<file path="src/rtl/uart_transceiver.sv">
// Full-duplex 8N1 UART: TX serialises a byte on an accepted start, RX deserialises rx via a 2-flop sync.
// TX start bit appears the cycle after acceptance; start outside IDLE is ignored (no queueing, no abort).
`timescale 1ns/1ps
module uart_transceiver #(
  parameter int clk_freq  = 50000000,
  parameter int baud_rate = 19200
) (
  input  logic       clk,
  input  logic       rst,
  input  logic       rx,
  input  logic [7:0] tx_data_in,
  input  logic       start,
  output logic [7:0] rx_data_out,
  output logic       tx,
  output logic       tx_active,
  output logic       done_tx
);

  localparam int CPB  = clk_freq / baud_rate;
  localparam int HALF = (CPB / 2 > 0) ? CPB / 2 : 1;
  localparam int CW   = (CPB > 1) ? $clog2(CPB) : 1;
  localparam logic [CW-1:0] CNT_LAST = CW'(CPB - 1);
  localparam logic [CW-1:0] CNT_HALF = CW'(HALF - 1);

  // ---------------------------------------------------------------- TX
  typedef enum logic [2:0] {
    TX_IDLE, TX_START, TX_DATA, TX_STOP, TX_DONE
  } tx_state_e;

  tx_state_e       tx_state_q, tx_state_d;
  logic [CW-1:0]   tx_cnt_q, tx_cnt_d;
  logic [2:0]      tx_bit_q, tx_bit_d;
  logic [7:0]      tx_byte_q, tx_byte_d;
  logic            tx_q, tx_d;
  logic            tx_active_q, tx_active_d;
  logic            done_tx_q, done_tx_d;

  always_ff @(posedge clk or posedge rst) begin
    if (rst) begin
      tx_state_q  <= TX_IDLE;
      tx_cnt_q    <= '0;
      tx_bit_q    <= 3'd0;
      tx_byte_q   <= 8'h00;
      tx_q        <= 1'b1;
      tx_active_q <= 1'b0;
      done_tx_q   <= 1'b0;
    end else begin
      tx_state_q  <= tx_state_d;
      tx_cnt_q    <= tx_cnt_d;
      tx_bit_q    <= tx_bit_d;
      tx_byte_q   <= tx_byte_d;
      tx_q        <= tx_d;
      tx_active_q <= tx_active_d;
      done_tx_q   <= done_tx_d;
    end
  end

  always_comb begin
    tx_state_d = tx_state_q;
    tx_cnt_d   = tx_cnt_q;
    tx_bit_d   = tx_bit_q;
    tx_byte_d  = tx_byte_q;
    unique case (tx_state_q)
      TX_IDLE: begin
        if (start) begin
          tx_byte_d  = tx_data_in;
          tx_cnt_d   = '0;
          tx_state_d = TX_START;
        end
      end
      TX_START: begin
        if (tx_cnt_q == CNT_LAST) begin
          tx_cnt_d   = '0;
          tx_bit_d   = 3'd0;
          tx_state_d = TX_DATA;
        end else begin
          tx_cnt_d = tx_cnt_q + 1'b1;
        end
      end
      TX_DATA: begin
        if (tx_cnt_q == CNT_LAST) begin
          tx_cnt_d = '0;
          tx_bit_d = tx_bit_q + 3'd1;
          if (tx_bit_q == 3'd7) tx_state_d = TX_STOP;
        end else begin
          tx_cnt_d = tx_cnt_q + 1'b1;
        end
      end
      TX_STOP: begin
        if (tx_cnt_q == CNT_LAST) begin
          tx_cnt_d   = '0;
          tx_state_d = TX_DONE;
        end else begin
          tx_cnt_d = tx_cnt_q + 1'b1;
        end
      end
      TX_DONE: tx_state_d = TX_IDLE;
      default: tx_state_d = TX_IDLE;
    endcase

    // Outputs decoded from the next state so the pin comes straight off a flop.
    tx_d        = 1'b1;
    tx_active_d = 1'b0;
    done_tx_d   = 1'b0;
    case (tx_state_d)
      TX_START: begin tx_d = 1'b0;                  tx_active_d = 1'b1; end
      TX_DATA:  begin tx_d = tx_byte_d[tx_bit_d];   tx_active_d = 1'b1; end
      TX_STOP:  begin tx_d = 1'b1;                  tx_active_d = 1'b1; end
      TX_DONE:  done_tx_d = 1'b1;
      default:  ;
    endcase
  end

  assign tx        = tx_q;
  assign tx_active = tx_active_q;
  assign done_tx   = done_tx_q;

  // ---------------------------------------------------------------- RX
  typedef enum logic [1:0] {
    RX_IDLE, RX_START, RX_DATA, RX_STOP
  } rx_state_e;

  logic [1:0]    rx_sync_q;
  logic          rx_s;
  rx_state_e     rx_state_q, rx_state_d;
  logic [CW-1:0] rx_cnt_q, rx_cnt_d;
  logic [2:0]    rx_bit_q, rx_bit_d;
  logic [7:0]    rx_shift_q, rx_shift_d;
  logic [7:0]    rx_data_q, rx_data_d;

  assign rx_s = rx_sync_q[1];

  always_ff @(posedge clk or posedge rst) begin
    if (rst) begin
      rx_sync_q  <= 2'b11;
      rx_state_q <= RX_IDLE;
      rx_cnt_q   <= '0;
      rx_bit_q   <= 3'd0;
      rx_shift_q <= 8'h00;
      rx_data_q  <= 8'h00;
    end else begin
      rx_sync_q  <= {rx_sync_q[0], rx};
      rx_state_q <= rx_state_d;
      rx_cnt_q   <= rx_cnt_d;
      rx_bit_q   <= rx_bit_d;
      rx_shift_q <= rx_shift_d;
      rx_data_q  <= rx_data_d;
    end
  end

  always_comb begin
    rx_state_d = rx_state_q;
    rx_cnt_d   = rx_cnt_q;
    rx_bit_d   = rx_bit_q;
    rx_shift_d = rx_shift_q;
    rx_data_d  = rx_data_q;
    unique case (rx_state_q)
      RX_IDLE: begin
        if (!rx_s) begin
          rx_cnt_d   = '0;
          rx_state_d = RX_START;
        end
      end
      RX_START: begin
        // Half a bit in: a start bit that is no longer low was a glitch.
        if (rx_cnt_q == CNT_HALF) begin
          rx_cnt_d = '0;
          if (!rx_s) begin
            rx_bit_d   = 3'd0;
            rx_state_d = RX_DATA;
          end else begin
            rx_state_d = RX_IDLE;
          end
        end else begin
          rx_cnt_d = rx_cnt_q + 1'b1;
        end
      end
      RX_DATA: begin
        if (rx_cnt_q == CNT_LAST) begin
          rx_cnt_d   = '0;
          rx_shift_d = {rx_s, rx_shift_q[7:1]};
          rx_bit_d   = rx_bit_q + 3'd1;
          if (rx_bit_q == 3'd7) rx_state_d = RX_STOP;
        end else begin
          rx_cnt_d = rx_cnt_q + 1'b1;
        end
      end
      RX_STOP: begin
        if (rx_cnt_q == CNT_LAST) begin
          rx_cnt_d   = '0;
          if (rx_s) rx_data_d = rx_shift_q;
          rx_state_d = RX_IDLE;
        end else begin
          rx_cnt_d = rx_cnt_q + 1'b1;
        end
      end
      default: rx_state_d = RX_IDLE;
    endcase
  end

  assign rx_data_out = rx_data_q;

endmodule

</file>
<file path="config.mk">
export PLATFORM = sky130hd
export DESIGN_NAME = uart_transceiver
export DESIGN_NICKNAME = d
export VERILOG_FILES = /design/src/rtl/uart_transceiver.sv
export SDC_FILE = /design/constraint.sdc
export NUM_CORES = 1
export LEC_CHECK = 0
export CAP_MARGIN = 30
export CORE_AREA = 2 2 94 73
export CTS_BUF_LIST = sky130_fd_sc_hd__clkbuf_4 sky130_fd_sc_hd__clkbuf_8
export CTS_CLUSTER_SIZE = 12
export DETAILED_ROUTE_END_ITERATION = 10
export DIE_AREA = 0 0 96 75
export GPL_ROUTABILITY_DRIVEN = 0
export MAX_ROUTING_LAYER = met4
export PLACE_DENSITY = 0.73
export SYNTH_ARGS = -nofsm -noshare
export SYNTH_HDL_FRONTEND = slang
export SYNTH_SLANG_ARGS = --single-unit
</file>
<file path="constraint.sdc">
create_clock -name clk -period 2.3 [get_ports clk]
set_input_delay 0.23 -clock clk [delete_from_list [all_inputs] [get_ports clk]]
set_output_delay 0.23 -clock clk [all_outputs]
set_load 0.005 [all_outputs]
</file>
==> results.sh <==
export IMPL_status="finished, violations left"
export IMPL_violations="setup timing"
export IMPL_cts_root_buffer="clkbuf_8"
export IMPL_period_needed_ps=2390
export IMPL_dpl_worst_slack_ps=-156
export IMPL_firstDrtPassIters=5
export IMPL_hpwlAfterDp_um=4570
export IMPL_clock_path_buffers=2
export IMPL_cts_buffers=9
export IMPL_cp_max_fo=4
export IMPL_cp_cell_sequence="ha_4 -> and4b_1 -> and3_4 -> inv_2 -> ha_2 -> o21a_1 -> o32a_1 -> nand2_2 -> mux2i_1 -> o221a_1 -> a31oi_1"
export IMPL_cp_slowest_cell="dfrtp_1"
export IMPL_cts_num_sinks=64
export IMPL_crit_path_max_incr_delay_ps=410
export IMPL_drc_errors=0
export IMPL_synth_edff_count=0
export IMPL_grt_overflow_total=0
export IMPL_timing_rr_end="tx"
export IMPL_synth_top_area_cell="dfrtp_1"
export IMPL_ant_nets=0
export IMPL_cp_endpoint="tx"
export IMPL_final_area_mm2=0.00388
export IMPL_core_mm2=0.00622
export IMPL_worst_r2r_setup_slack_ps=-90
export IMPL_use_met2=0.313
export IMPL_crit_buf_inv=1
export IMPL_regToRegStartpoint="tx_cnt_q[0]"
export IMPL_grt_pass1_wl_um=11000
export IMPL_vias=2376
export IMPL_tightest_slew_ps=413
export IMPL_die_w_um=96
export IMPL_grt_busiest_layer="met2"
export IMPL_fmax_mhz=418
export IMPL_path_clk_slew_ps=70
export IMPL_start_util=0.505
export IMPL_tritoncts="done"
export IMPL_placed_area_mm2=0.00360
export IMPL_setup_slack_ps=-91.5
export IMPL_hold_path_class="primary input to asynchronous set/reset pin"
export IMPL_synth_seq_cells=64
export IMPL_antenna_found_initial=0
export IMPL_antenna_cells=0
export IMPL_startpoint_type="flop"
export IMPL_clkLatencyLatePin_ps=350
export IMPL_first_global_vias=2365
export IMPL_synth_distinct_cells=50
export IMPL_first_iter_violations=157
export IMPL_pwr_density_cell_mw_per_mm2=682
export IMPL_ctsHoldBuffers=0
export IMPL_slew_headroom=0.724
export IMPL_num_rows=25
export IMPL_reg2reg_depth=11
export IMPL_synth_nets=320
export IMPL_routed_wl_um=6440
export IMPL_cp_arrival_ps=2660
export IMPL_nets=368
export IMPL_portBuffers=22
export IMPL_die_height_um=75
export IMPL_cp_depth=11
export IMPL_rsz0062_at_grt="yes"
export IMPL_routedWlPerCell_um=14.8
export IMPL_critPathKind="flop to flop"
export IMPL_finalCritPeriodShare=1.04
export IMPL_critPathLaunch="tx_cnt_q[0]"
export IMPL_drive_gt1_frac=0.227
export IMPL_required_ps=2570
export IMPL_grt_max_degree=36
export IMPL_leakage_nw=1.77
export IMPL_vdd_drop_max_uv=456
export IMPL_async_flop_share=1.00
export IMPL_ys_seq_area_frac=0.511
export IMPL_maxCapViolCount=0
export IMPL_avgViaCountPerCell=5.47
export IMPL_die_area_mm2=0.00720
export IMPL_syn_inst=300
export IMPL_setup_violations=1
export IMPL_grt_util_met1=0.265
export IMPL_critPathTopFamily="compound AO/OA/AOI/OAI gates"
export IMPL_syn_to_final_growth_pct=23.4
export IMPL_synth_area_mm2=0.00314
export IMPL_grt_use_total=0.208
export IMPL_avgSynthCellArea_um2=10.5
export IMPL_slew_violations=0
export IMPL_ys_warn_count=0
export IMPL_h_tree_depth=3
export IMPL_groute_layer_met3_usage=0.0661
export IMPL_ios=23
export IMPL_final_setup_tns_ps=-91.5
export IMPL_netlist_top_cells_count="dfrtp_1 (61), o21ai_0 (32), nand2_1 (30), mux2_2 (25), nor2_1 (19)"
export IMPL_p_total_mw=2.64
export IMPL_final_setup_skew_ps=10.0
export IMPL_ys_flop_type="dfrtp_1"
export IMPL_yosys_top_cells_area="dfrtp_1 (49%), mux2_2 (9.0%), o21ai_0 (5.1%)"
export IMPL_yosys_cell_count_top_type="dfrtp_1"
export IMPL_yosys_area_top_type_share=0.486
export IMPL_hold_violations=0
export IMPL_end_kind="flop"
[final cells by class]
type                            count  area [um^2]
Sequential cell                    64         1610
Multi-Input combinational cell    213         1480
Fill cell                         511         2350
Clock buffer                        9          124
Clock inverter                      7          103
Tap cell                           81          101
Timing Repair Buffer               47          420
Inverter                           13         48.8
[layout by cell type, fill, tap and decap left out, types with 8 or more instances in the layout]
cell type and n:
and3_1 14, buf_4 24, clkbuf_8 9, clkdlybuf4s50_1 22, dfrtp_1 61, inv_1 11, mux2_2 24, nand2_1 29
nand3_1 8, nor2_1 19, o21ai_0 30
[sequential cells by signal, summed over array words and instances (netlist names), named ones only]
signal and cells:
tx_byte_q 8, rx_state_q 1, rx_data_out 8, tx_active 1
rx_shift_q 8, rx_bit_q 3, tx_state_q 3, tx 1
rx_sync_q 2, rx_cnt_q 12, tx_cnt_q 12, done_tx 1
tx_bit_q 3
[how the worst min path moves through the flow]
| stage | start | end | slack (ps) | cells after the start |
|---|---|---|---|---|
| 6_report | rst | tx_cnt_q[11] | 200 | 2 |
| 5_1_grt | rst | tx_cnt_q[11] | 240 | 2 |
| 4_1_cts | rst | tx_cnt_q[11] | 210 | 2 |
| 3_5_place_dp | rx_sync_q[0] | rx_sync_q[1] | 360 | 0 |
| 3_3_place_gp | rx_sync_q[0] | rx_sync_q[1] | 350 | 0 |
| 2_1_floorplan | rx | rx_sync_q[0] | 230 | 0 |
[power breakdown]
part	total, mW	internal [mW]	switching, mW
logic	0.297	0.158	0.139
clock network	1.10	0.621	0.475
registers	1.25	1.20	0.0489
total	2.64	1.98	0.663
[metrics by stage]
step           cells  utilization  hold WS [ps]
5_1_grt          434        0.623           238
2_1_floorplan    300            -           234
3_5_place_dp     415        0.578           356
6_report         434        0.623           200
4_1_cts          434        0.619           205
3_3_place_gp     415        0.578           347
[layer usage]
metal / part of all wire / routed length [um]
met1: 0.46 / 2990
met4: 0.019 / 120
met5: 0 / 0
met2: 0.48 / 3110
met3: 0.033 / 214
[timing repair]
item                       4_1_cts  5_1_grt
setup endpoints to repair        1        5
buffers inserted                 3        0
resized for setup                3        4
pin swaps                        5        2
[cells by family (layout without fill, tap and decap cells)]
kind of cell             after synthesis  count (layout)  share of synthesized area
AO/OA/AOI/OAI                         62              62                      0.122
adder cells (fa/ha/maj)                8               8                     0.0318
AND/OR/NAND/NOR                      107             107                      0.182
multiplexers                          29              29                      0.102
flip-flops                            64              64                      0.511
XOR/XNOR                               7               7                     0.0195
buffers and inverters                 23              76                     0.0318
[worst register-to-register path: stages, from the launching register on]
cell and delay [ps]:
dfrtp_1 410, ha_4 160, and4b_1 200, and3_4 190
inv_2 50, ha_2 160, o21a_1 190, o32a_1 330
nand2_2 130, mux2i_1 90, o221a_1 240, a31oi_1 170
No activity file was read; power rests on OpenSTA's default activity.
